$ cat src/rtl/tx_mac.sv
// tx_mac: Ethernet II framer sitting after the IP transmit stage.
// Takes the IP datagram byte stream (s_axis_tuser marks the first byte) and
// emits preamble, SFD, destination MAC, source MAC, EtherType, payload,
// zero padding to MIN_PAYLOAD and the CRC-32 FCS. Enforces IFG_BYTES idle
// cycles after each frame.
//
// Ports:
//   s_axis_aclk, s_axis_aresetn : clock, asynchronous active-low reset
//   mac_enable                  : 1 = framing, 0 = combinational pass-through
//   MAC_DestAddr, MAC_SrcAddr   : 48-bit addresses, sent MSB byte first
//   s_axis_*                    : payload stream in (tdata/tvalid/tlast/tuser/tready)
//   m_axis_*                    : frame stream out (tdata/tvalid/tlast/tuser/tready)
module tx_mac #(
  parameter int          MIN_PAYLOAD = 46,
  parameter int          IFG_BYTES   = 12,
  parameter logic [15:0] ETH_TYPE    = 16'h0800
) (
  input  logic        s_axis_aclk,
  input  logic        s_axis_aresetn,
  input  logic        mac_enable,
  input  logic [47:0] MAC_DestAddr,
  input  logic [47:0] MAC_SrcAddr,
  input  logic [7:0]  s_axis_tdata,
  input  logic        s_axis_tvalid,
  input  logic        s_axis_tlast,
  input  logic        s_axis_tuser,
  output logic        s_axis_tready,
  output logic [7:0]  m_axis_tdata,
  output logic        m_axis_tvalid,
  output logic        m_axis_tlast,
  output logic        m_axis_tuser,
  input  logic        m_axis_tready
);

  typedef enum logic [3:0] {
    IDLE, PREAMBLE, DST, SRC, TYPE, PAYLOAD, PAD, FCS, IFG
  } state_t;

  localparam logic [16:0] MIN_P17  = 17'(MIN_PAYLOAD);
  localparam logic [15:0] IFG_LAST = 16'(IFG_BYTES - 1);
  localparam logic [31:0] CRC_INIT = 32'hFFFF_FFFF;

  // Reflected CRC-32 (poly 0xEDB88320), one byte, LSB first.
  function automatic logic [31:0] crc_byte(input logic [31:0] c, input logic [7:0] d);
    logic [31:0] r;
    r = c;
    for (int i = 0; i < 8; i++) begin
      if (r[0] ^ d[i]) r = (r >> 1) ^ 32'hEDB8_8320;
      else             r = r >> 1;
    end
    return r;
  endfunction

  function automatic logic [15:0] sat_inc(input logic [15:0] v);
    return (v == 16'hFFFF) ? v : v + 16'd1;
  endfunction

  state_t      state;
  logic [15:0] idx;
  logic [15:0] count;
  logic [31:0] crc;
  logic [47:0] dst_sr;
  logic [47:0] src_sr;

  // Output register stage
  logic [7:0]  data_p0;
  logic        vld_p0;
  logic        last_p0;
  logic        user_p0;

  logic        adv;
  logic [16:0] cnt_inc;
  logic [7:0]  type_byte;
  logic [7:0]  fcs_byte;
  logic [31:0] fcs;
  logic        ready_int;

  assign adv       = m_axis_tready | ~vld_p0;
  assign cnt_inc   = {1'b0, count} + 17'd1;
  assign type_byte = (idx == 16'd0) ? ETH_TYPE[15:8] : ETH_TYPE[7:0];
  assign fcs       = ~crc;

  always_comb begin
    fcs_byte = fcs[7:0];
    case (idx[1:0])
      2'd0: fcs_byte = fcs[7:0];
      2'd1: fcs_byte = fcs[15:8];
      2'd2: fcs_byte = fcs[23:16];
      2'd3: fcs_byte = fcs[31:24];
      default: fcs_byte = fcs[7:0];
    endcase
  end

  // In IDLE, stray non-tuser bytes are swallowed; the tuser byte waits for PAYLOAD.
  always_comb begin
    ready_int = 1'b0;
    if (!mac_enable) begin
      ready_int = m_axis_tready;
    end else begin
      case (state)
        IDLE:    ready_int = ~s_axis_tuser;
        PAYLOAD: ready_int = adv;
        default: ready_int = 1'b0;
      endcase
    end
  end

  assign s_axis_tready = ready_int & s_axis_aresetn;
  assign m_axis_tdata  = mac_enable ? data_p0 : s_axis_tdata;
  assign m_axis_tvalid = mac_enable ? vld_p0  : s_axis_tvalid;
  assign m_axis_tlast  = mac_enable ? last_p0 : s_axis_tlast;
  assign m_axis_tuser  = mac_enable ? user_p0 : s_axis_tuser;

  always_ff @(posedge s_axis_aclk or negedge s_axis_aresetn) begin
    if (!s_axis_aresetn) begin
      state   <= IDLE;
      idx     <= 16'd0;
      count   <= 16'd0;
      crc     <= CRC_INIT;
      dst_sr  <= 48'd0;
      src_sr  <= 48'd0;
      data_p0 <= 8'h00;
      vld_p0  <= 1'b0;
      last_p0 <= 1'b0;
      user_p0 <= 1'b0;
    end else if (!mac_enable) begin
      state   <= IDLE;
      idx     <= 16'd0;
      count   <= 16'd0;
      crc     <= CRC_INIT;
      vld_p0  <= 1'b0;
      last_p0 <= 1'b0;
      user_p0 <= 1'b0;
    end else if (adv) begin
      vld_p0  <= 1'b0;
      last_p0 <= 1'b0;
      user_p0 <= 1'b0;
      case (state)
        IDLE: begin
          // Preamble byte 0 goes straight into the output register.
          if (s_axis_tvalid && s_axis_tuser) begin
            dst_sr  <= MAC_DestAddr;
            src_sr  <= MAC_SrcAddr;
            data_p0 <= 8'h55;
            vld_p0  <= 1'b1;
            user_p0 <= 1'b1;
            idx     <= 16'd1;
            state   <= PREAMBLE;
          end
        end
        PREAMBLE: begin
          data_p0 <= (idx == 16'd7) ? 8'hD5 : 8'h55;
          vld_p0  <= 1'b1;
          if (idx == 16'd7) begin
            idx   <= 16'd0;
            state <= DST;
          end else begin
            idx <= idx + 16'd1;
          end
        end
        DST: begin
          data_p0 <= dst_sr[47:40];
          vld_p0  <= 1'b1;
          crc     <= crc_byte(crc, dst_sr[47:40]);
          dst_sr  <= {dst_sr[39:0], 8'h00};
          if (idx == 16'd5) begin
            idx   <= 16'd0;
            state <= SRC;
          end else begin
            idx <= idx + 16'd1;
          end
        end
        SRC: begin
          data_p0 <= src_sr[47:40];
          vld_p0  <= 1'b1;
          crc     <= crc_byte(crc, src_sr[47:40]);
          src_sr  <= {src_sr[39:0], 8'h00};
          if (idx == 16'd5) begin
            idx   <= 16'd0;
            state <= TYPE;
          end else begin
            idx <= idx + 16'd1;
          end
        end
        TYPE: begin
          data_p0 <= type_byte;
          vld_p0  <= 1'b1;
          crc     <= crc_byte(crc, type_byte);
          if (idx == 16'd1) begin
            idx   <= 16'd0;
            state <= PAYLOAD;
          end else begin
            idx <= idx + 16'd1;
          end
        end
        PAYLOAD: begin
          // tuser here is plain data: no mid-frame resync.
          if (s_axis_tvalid) begin
            data_p0 <= s_axis_tdata;
            vld_p0  <= 1'b1;
            crc     <= crc_byte(crc, s_axis_tdata);
            count   <= sat_inc(count);
            if (s_axis_tlast) begin
              idx   <= 16'd0;
              state <= (cnt_inc < MIN_P17) ? PAD : FCS;
            end
          end
        end
        PAD: begin
          data_p0 <= 8'h00;
          vld_p0  <= 1'b1;
          crc     <= crc_byte(crc, 8'h00);
          count   <= sat_inc(count);
          if (cnt_inc >= MIN_P17) begin
            idx   <= 16'd0;
            state <= FCS;
          end
        end
        FCS: begin
          data_p0 <= fcs_byte;
          vld_p0  <= 1'b1;
          if (idx == 16'd3) begin
            last_p0 <= 1'b1;
            idx     <= 16'd0;
            state   <= IFG;
          end else begin
            idx <= idx + 16'd1;
          end
        end
        IFG: begin
          // Counting starts once the last FCS byte has been taken.
          if (idx == IFG_LAST) begin
            idx   <= 16'd0;
            count <= 16'd0;
            crc   <= CRC_INIT;
            state <= IDLE;
          end else begin
            idx <= idx + 16'd1;
          end
        end
        default: state <= IDLE;
      endcase
    end
  end

endmodule
$ cat config.mk
export PLATFORM = sky130hd
export DESIGN_NAME = tx_mac
export DESIGN_NICKNAME = d
export VERILOG_FILES = /design/src/rtl/tx_mac.sv
export SDC_FILE = /design/constraint.sdc
export NUM_CORES = 1
export LEC_CHECK = 0
export CAP_MARGIN = 5
export CORE_UTILIZATION = 58
export CTS_BUF_LIST = sky130_fd_sc_hd__clkbuf_8
export CTS_CLUSTER_DIAMETER = 30
export DETAILED_ROUTE_END_ITERATION = 12
export PLACE_DENSITY = 0.81
export SYNTH_ARGS = -nofsm -noshare
export SYNTH_HDL_FRONTEND = slang
export SYNTH_SLANG_ARGS = --single-unit
$ cat constraint.sdc
create_clock -name s_axis_aclk -period 6.38 [get_ports s_axis_aclk]
set_input_delay 0.957 -clock s_axis_aclk [delete_from_list [all_inputs] [get_ports s_axis_aclk]]
set_output_delay 0.957 -clock s_axis_aclk [all_outputs]
set_load 0.05 [all_outputs]
## Yosys cells after proc, flatten, opt, wreduce, memory -nomap -nowiden

Index checks and enable logic that the tools add are counted.

- Register bits: 175
- Bits in latches: 0
- Bits in writable memories: 0
- ROM bits: 0
- Input bits: 111
- Word-level logic and storage cells: 354
- Memories kept: 0

- $add $sub $neg: 3
- Multiply operators: 0
- Divide/modulo/power cells: 0
- Order comparisons: 2
- Eq/ne operators: 33
- Shift operators: 0
- Multiplexer cells: 217
- Bitwise logic cells: 73
- Reductions and logical operators: 16

Operator list:

| cell | number |
|---|---|
| $mux W32 | 156 |
| $not A13 Y14 | 36 |
| $mux W16 | 16 |
| $pmux W32 S6 | 1 |
| $pmux W48 S2 | 2 |
| $pmux W16 S8 | 1 |
| $mux W48 | 2 |
| $pmux W8 S8 | 1 |
| $mux W4 | 13 |
| $pmux W16 S3 | 1 |
| $pmux W4 S9 | 1 |
| $add A16 B1 Y16 const B | 2 |
| $eq A16 B3 Y1 const B | 2 |
| $mux W8 | 4 |
| $not A32 Y32 | 1 |
| $pmux W8 S4 | 1 |
| $ne A3 B3 Y1 const B | 10 |
| $xor A1 B1 Y1 | 28 |
| $add A16 B1 Y17 const B | 1 |
| $ge A17 B6 Y1 const B | 1 |
| $lt A17 B6 Y1 const B | 1 |
| $eq A16 B1 Y1 const B | 1 |
| $eq A16 B16 Y1 const B | 1 |
| $eq A16 B2 Y1 const B | 1 |
| 31 further kinds | 60 |

## Logic depth before layout (Yosys ltp)

Gate-level depths: netlist of the first run.

- Word-level depth: 48
- Depth in mapped cells: 11

## Worst setup path before layout of the first run

No wires, ideal clock.

- Path kind: input-to-output
- Start point: in mac_enable
- End point: out m_axis_tdata[4]
- Data arrival time: 2307 ps
- Data required time: 5423 ps
- Setup slack: 3116 ps
- Stages: 4
- Buffers on the path: 3
- Path through: clkbuf_1 -> buf_1 -> clkbuf_1 -> mux2_2

- Longest elaborated chain between the ends: 1

RTL lines:

| item | RTL line | source |
|---|---|---|
| start: declaration | 20 | `input logic mac_enable,` |
| $mux W8 | 109 | `assign m_axis_tdata = mac_enable ? data_p0 : s_axis_tdata;` |
| end: declaration | 28 | `output logic [7:0] m_axis_tdata,` |

No other way between the ends.

## Worst setup path after layout of the first run

- Start point: in mac_enable
- End point: out s_axis_tready

- Longest elaborated chain between the ends: 2

RTL lines:

| item | RTL line | source |
|---|---|---|
| $mux W1 | 97 | `if (!mac_enable) begin` |
| $and A1 B1 Y1 | 108 | `assign s_axis_tready = ready_int & s_axis_aresetn;` |
| end: declaration | 27 | `output logic s_axis_tready,` |

No other way between the ends.

==> results of run 1 <==
per-layer routing:
layer	routed length [um]	vias up	GRT usage, %
li1	-	5056	-
met1	15480	5290	48.99
met2	16980	716	53.90
met3	4476	149	8.773
met4	1734	2	17.22
met5	41	-	1.591
state kept, by name, summed over array words and instances, names as in the netlist:
signal,flops
count,16
state,4
idx,16
last_p0,1
src_sr,48
data_p0,8
user_p0,1
dst_sr,48
crc,32
vld_p0,1
stage by stage:
step                      hold WS (ps)  instances  setup slack, ps
after floorplan                  443.7       1401             3116
after global routing             434.4       1747             2141
after CTS                        425.5       1746             2264
final                            409.6       1747             2231
after global placement           459.8       1714             2267
after detailed placement         462.2       1714             2269
power groups by stage:
stage          logic, uW  registers [uW]  clock network (uW)
6_report            6370            2060                 874
5_1_grt             6810            2100                 922
3_5_place_dp        6160            2060                   0
4_1_cts             6200            2040                 879
2_1_floorplan       4970            1740                   0
3_3_place_gp        6060            2040                   0
final cells by class:
cell class,count,area share [%]
Multi-Input combinational cell,1104,53.06
Sequential cell,175,31.07
Timing Repair Buffer,148,9.994
Tap cell,275,2.419
Clock buffer,17,1.645
Clock inverter,15,1.469
Inverter,13,0.3431
final timing paths:
| kind | from | end | slack (ps) | cells after the start |
|---|---|---|---|---|
| setup reg to reg | state[0]$_DFFE_PN0P_ | crc[14]$_DFFE_PN1P_ | 2630 | 8 |
| hold / removal | s_axis_aresetn | idx[13]$_DFFE_PN0P_ | 410 | 1 |
| max in group asynchronous | s_axis_aresetn | data_p0[4]$_DFFE_PN0P_ | 4590 | 2 |
| hold reg to reg | data_p0[5]$_DFFE_PN0P_ | data_p0[5]$_DFFE_PN0P_ | 480 | 1 |
| min in group s_axis_aclk | data_p0[5]$_DFFE_PN0P_ | data_p0[5]$_DFFE_PN0P_ | 480 | 1 |
| setup / recovery | mac_enable | s_axis_tready | 2230 | 6 |
critical path: cells and delay by family:
family / cells / cell delay (ps)
buffers and inverters: 3 / 1600
and+or+nand+nor: 2 / 460
AOI/OAI and AO/OA: 1 / 150
cells by family (layout without fill, tap and decap cells):
| family | count (synthesis) | after routing |
|---|---|---|
| AOI/OAI and AO/OA | 381 | 381 |
| xor gates and xnor gates | 272 | 272 |
| adders and majority gates | 7 | 7 |
| muxes | 102 | 102 |
| DFF | 175 | 175 |
| buffers and inverters | 122 | 193 |
| and+or+nand+nor | 342 | 342 |
cell usage after synthesis (7+ instances only):
cell type  number  share of area (%)
a211oi_1        9               0.54
a21oi_1        63                2.5
a221oi_1       11               0.78
a22o_1         17                1.2
a31oi_1        19               0.96
and3_1         14               0.71
buf_1          10               0.30
clkbuf_1       94                2.8
dfrtp_1       143                 29
dfstp_2        32                6.8
ha_1            7               0.71
inv_1          10               0.30
mux2_2         11                1.0
mux2i_1        89                7.2
nand2_1       139                4.2
nand2b_1        8               0.40
nand3_1        12               0.48
nor2_1         99                3.0
nor2b_1         9               0.45
nor3_1         21               0.85
o21ai_0       133                5.4
o21ai_1        18               0.73
o221ai_1       13               0.92
o22ai_1        34                1.7
o31ai_1         8               0.48
o32a_1          7               0.56
xnor2_1       189                 13
xor2_1         76                5.4
==> run summary, run 1 <==
=====================================================================================
Endpoint class of the critical path ....................................  output port
Distinct cell type count of the synthesized netlist ....................           70
Leakage Power ..........................................................  0.005455 uW
Synthesized flop and latch total .......................................          175
Area of the core .......................................................  21,020 um^2
Worst-Margin Slew ......................................................      1209 ps
Post-Synthesis Net Count ...............................................        1,519
Routed length per placed instance ......................................     22.16 um
WP data arrival ........................................................      3190 ps
DP HPWL ................................................................    26,780 um
Vertical die dimension .................................................     148.2 um
Hold buffer count at cts ...............................................            0
Share of the core filled with cells ....................................       67.66%
Number of vias per cell ................................................        6.418
Antenna-violating nets left ............................................            0
Ordered cell list for the critical path ................................ clkdlybuf4s50_1, buf_4, nand2_1, nor3_1, o21a_1, clkdlybuf4s50_1
Residual DRC ...........................................................            0
Worst hold path class .................................................. input pin to asynchronous set/reset pin
Root Driver ............................................................     clkbuf_8
Die area ...............................................................  21,970 um^2
Gate count after technology mapping ....................................        1,401
Total Power Consumption ................................................      9308 uW
Post-detailed-placement cell area ......................................  13,770 um^2
Max Freq ...............................................................   0.2410 GHz
Setup_tns ..............................................................         0 ps
Max incr delay on CP ...................................................       790 ps
Fraction of the mapped netlist area in adder cells .....................      0.7062%
Portion of netlist area occupied by mux cells ..........................       8.364%
Number of vias after detailed routing ..................................       11.21k
Row count ..............................................................           53
Number of enable-type register cells in the synthesized netlist ........            0
Sequential Area ........................................................    4419 um^2
H-tree Lvls ............................................................            4
Detailed Route WL ......................................................    38,710 um
Antenna diode instance count ...........................................            0
Postcts setup bufs .....................................................            0
Post-synth ARST share ..................................................       100.0%
Sequential element share of the synthesized area .......................       35.63%
Worst-skew pair later-pin latency ......................................       500 ps
Routability cong. ......................................................        1.071
Kind of start point of the critical path ...............................    input pin
Clock Tree Buf Depth ...................................................            2
Headroom to the max-slew limit .........................................       19.10%
GRT Residual Overflow ..................................................            0
First-pass DRT Iterations ..............................................            6
TritonCTS clock tree ...................................................          yes
Switching share of power ...............................................       50.80%
Tot GR Track Use .......................................................       36.08%
Combinational family with the most area after synthesis ................ XOR/XNOR gates
Number of port buffers .................................................          122
Number of DRC markers after the initial detailed-route iteration .......        1,474
Fill cell total of the finished layout .................................        1,667
Clock sink total .......................................................          175
Synthesis warning total ................................................            0
Portion of total power attributed to the clock network .................         9.4%
Final cycle utilization of the critical path ...........................       65.03%
Primary FF master, synth ...............................................      dfrtp_1
Cell area power density ................................................ 654.4 nW/um^2
Largest fanout of any net on the critical path .........................           27
Number of cells upsized or downsized after cts .........................            0
Fraction of the mapped netlist area in compound gates ..................       19.16%
Combinational power share ..............................................        68.4%
Status ................................................................. finished, final reports clean
Final nets .............................................................        1,577
Multi-input gate area in the final layout ..............................    7546 um^2
Wire length of the first global-routing pass ...........................    60,710 um
XOR/XNOR Fraction of Synth Area ........................................       19.81%
TritonCTS Buffers ......................................................           17
Commonest cells after routing, fill and taps aside ..................... 189 x xnor2_1, 143 x dfrtp_1, 139 x nand2_1
Clock skew .............................................................     21.95 ps
Netlist Area Pre-Place .................................................  12,400 um^2
CP Class ............................................................... input pin to output port
Via count of the first global-routing pass .............................       10.89k
Crit-path most repeated cell ........................................... clkdlybuf4s50_1
Slowest stage cell on the critical path ................................ clkdlybuf4s50_1
Time the worst path needs with I/O delays and setup ....................      4149 ps
Internal power .........................................................      4580 uW
Power share of the sequential group ....................................        22.2%
Fraction of layout cells with a size suffix above 1 ....................       8.220%
Maximum capacitance violations .........................................            0
Starting Density .......................................................       59.00%
Count of boundary I/O pins .............................................          123
Worst EP required ......................................................      5420 ps
Post-synthesis share of cell area spent on and, or, nand and nor gates .       12.53%
Per-instance average area after synthesis ..............................   8.852 um^2
Final setup violating endpoints ........................................            0
Setup repair after global routing missed its margin ....................        false
Worst supply voltage drop on vdd .......................................    0.2855 mV
Initial antenna violation count ........................................            0
Commonest non-fill, non-tap cell in the layout .........................      xnor2_1
Die W ..................................................................     148.2 um
Pin count of the biggest net entering global routing ...................           89
Total count of max-transition violations in the final report ...........            0
Switching power ........................................................      4728 uW
Total count of hold-check failures in the final report .................            0
Clock-pin slew on the worst setup and hold paths .......................       120 ps
Area of all placed cells without fillers ...............................  14,220 um^2
Area growth from synthesis to layout ...................................       14.68%
=====================================================================================
Note: power is estimated with default switching activity, not from simulation.
==> run 2, diff against run 1 <==
- clock period: 6.38 -> 4 ns (I/O delays scaled with it)
==> run summary, run 2 (synthesized netlist as in run 1, its figures left out) <==
====================================================================================
Post-detailed-placement cell area .....................................  13,970 um^2   +1.5%
Fill cell total of the finished layout ................................        1,676   +0.54%
Final cycle utilization of the critical path ..........................       88.17%
Setup_tns .............................................................         0 ps   unchanged
Time the worst path needs with I/O delays and setup ...................      3527 ps
Worst supply voltage drop on vdd ......................................    0.5311 mV   +86%
Initial antenna violation count .......................................            1   +1
Die W .................................................................     148.2 um   unchanged
Number of cells upsized or downsized after cts ........................            0   unchanged
Slowest stage cell on the critical path ...............................     o21bai_1
Maximum capacitance violations ........................................            0   unchanged
Postcts setup bufs ....................................................            0   unchanged
Total count of max-transition violations in the final report ..........            0   unchanged
Hold buffer count at cts ..............................................            0   unchanged
Flop2flop setup slack .................................................       470 ps   -2160 ps
Final setup violating endpoints .......................................            0   unchanged
H-tree Lvls ...........................................................            4   unchanged
Total count of hold-check failures in the final report ................            0   unchanged
Max Freq ..............................................................   0.2835 GHz
Commonest non-fill, non-tap cell in the layout ........................      xnor2_1
Fraction of layout cells with a size suffix above 1 ...................       9.664%   +1.4 points
Startpoint of the worst-slack reg-to-reg timing path .................. count[0]$_DFFE_PN0P_
Clock skew ............................................................     30.42 ps   +8.465 ps
Worst hold path class ................................................. input pin to asynchronous set/reset pin
Final nets ............................................................        1,595   +1.1%
Commonest cells after routing, fill and taps aside .................... 189 x xnor2_1, 143 x dfrtp_1, 139 x nand2_1
Number of DRC markers after the initial detailed-route iteration ......        1,013   -31%
Setup slack after layout ..............................................     473.3 ps   -1758 ps
Worst-skew pair later-pin latency .....................................       510 ps   about the same
Depth of the worst register-to-register path ..........................            9   +1
GRT Residual Overflow .................................................            0   unchanged
Clock Tree Buf Depth ..................................................            2   unchanged
Clock sink total ......................................................          175   unchanged
Number of buffer and inverter stages on the critical path .............            0   -3
Via count of the first global-routing pass ............................       10.71k   -1.6%
Worst slack at placement ..............................................     573.3 ps   -1696 ps
Number of vias after detailed routing .................................       11.23k   +0.12%
Headroom to the max-slew limit ........................................       19.63%   +0.53 points
Routability cong. .....................................................       0.9814   -8.4%
Starting Density ......................................................       59.00%   unchanged
Die area ..............................................................  21,970 um^2   unchanged
Wire length of the first global-routing pass ..........................    61,800 um   +1.8%
CP Class .............................................................. flop to flop
Setup repair after global routing missed its margin ...................        false
Largest registers ..................................................... dst_sr x48, src_sr x48, crc x32
Antenna-violating nets left ...........................................            0   unchanged
Worst EP required .....................................................      4380 ps   -1040 ps
Residual DRC ..........................................................            0   unchanged
Clock-pin slew on the worst setup and hold paths ......................       120 ps   about the same
Detailed Route WL .....................................................    40,150 um   +3.7%
Endpoint class of the critical path ...................................         flop
Cell area power density ............................................... 1047 nW/um^2   +60%
Area of all placed cells without fillers ..............................  14,430 um^2   +1.4%
Tot GR Track Use ......................................................       37.28%   +1.2 points
Number of port buffers ................................................          122   unchanged
Status ................................................................ finished, final reports clean
Kind of start point of the critical path ..............................         flop
Depth of the critical timing path with buffers and inverters included .            9   +3
WP data arrival .......................................................      3910 ps   +720 ps
TritonCTS clock tree ..................................................          yes
First-pass DRT Iterations .............................................            6   unchanged
Routed length per placed instance .....................................     22.73 um   +2.6%
Largest delay contributor family on the critical path ................. compound AO/OA/AOI/OAI gates
Largest fanout of any net on the critical path ........................           17   -37%
Leakage Power .........................................................  0.005574 uW   +2.2%
Worst-Margin Slew .....................................................      1197 ps   -11.54 ps
Row count .............................................................           53   unchanged
Area of the core ......................................................  21,020 um^2   unchanged
Share of the core filled with cells ...................................       68.62%   +0.96 points
Number of vias per cell ...............................................        6.357   -0.96%
Endpoint of the most critical register-to-register path ............... idx[15]$_DFFE_PN0P_
Root Driver ...........................................................     clkbuf_8
Count of boundary I/O pins ............................................          123   unchanged
TritonCTS Buffers .....................................................           17   unchanged
Max incr delay on CP ..................................................       990 ps   +200 ps
DP HPWL ...............................................................    28,590 um   +6.8%
Pin count of the biggest net entering global routing ..................          118   +33%
Vertical die dimension ................................................     148.2 um   unchanged
Area growth from synthesis to layout ..................................       16.31%
Ordered cell list for the critical path ............................... ha_1, nand3_1, nor4_1, xnor2_1, a21oi_1, nand4_1, o21bai_1, o21ai_0, o41ai_1
====================================================================================
-- run 2: cell count changes in the layout (fill, tap and decap cells not counted) --
cell and change:
inv_16 +1, inv_8 +1, inv_6 -2, buf_4 +18
buf_12 +6, buf_6 -1, diode_2 +1, clkinv_4 +1
inv_12 -2, clkdlybuf4s50_1 -5, clkinv_8 +1
-- run 2: how the worst max path moves through the flow --
| stage | startpoint | end | slack (ps) |
|---|---|---|---|
| 3_5_place_dp | count[0]$_DFFE_PN0P_ | idx[15]$_DFFE_PN0P_ | 570 |
| 5_1_grt | count[0]$_DFFE_PN0P_ | idx[15]$_DFFE_PN0P_ | 70 |
| 3_3_place_gp | s_axis_tdata[0] | crc[29]$_DFFE_PN1P_ | 620 |
| 4_1_cts | count[0]$_DFFE_PN0P_ | idx[15]$_DFFE_PN0P_ | 520 |
| 6_report | count[0]$_DFFE_PN0P_ | idx[15]$_DFFE_PN0P_ | 470 |
| 2_1_floorplan | idx[12]$_DFFE_PN0P_ | crc[19]$_DFFE_PN1P_ | 1130 |
-- run 2: power by group --
| group | switching (uW) | leakage, uW | internal [uW] | total (uW) |
|---|---|---|---|---|
| clock network | 905 | 0.000221 | 512 | 1420 |
| registers | 750 | 0.00219 | 2480 | 3230 |
| logic | 6000 | 0.00316 | 4450 | 10500 |
-- run 2: worst reg2reg max path, cell delays in order (launching register included) --
cell	delay [ps]
dfrtp_1	470
ha_1	350
nand3_1	220
nor4_1	520
xnor2_1	130
a21oi_1	180
nand4_1	210
o21bai_1	990
o21ai_0	220
o41ai_1	110
-- run 2: per-stage QoR --
step	power (uW)	hold WS [ps]	cells
2_1_floorplan	10700	304.4	1401
3_3_place_gp	13340	460.3	1733
3_5_place_dp	13450	467.7	1733
4_1_cts	14900	85.73	1765
5_1_grt	15900	99.96	1766
6_report	15100	63.63	1766
-- run 2: cell type report --
class,count,area [um^2],area share [%]
multi-input combinational,1104,7546,52.31
antenna,1,2.502,0.01735
tap,275,344.1,2.385
timing repair buffer,166,1615,11.20
clock buffer,17,234.0,1.622
sequential,175,4419,30.64
inverter,13,48.80,0.3383
clock inverter,15,215.2,1.492
-- run 2: routing by layer --
layer	routed length (um)	share of wire (%)	global-route usage [%]
met3	3552	8.8	6.595
met4	1642	4.1	16.65
met5	0	0	0
met2	18650	46	58.90
met1	16300	41	50.11
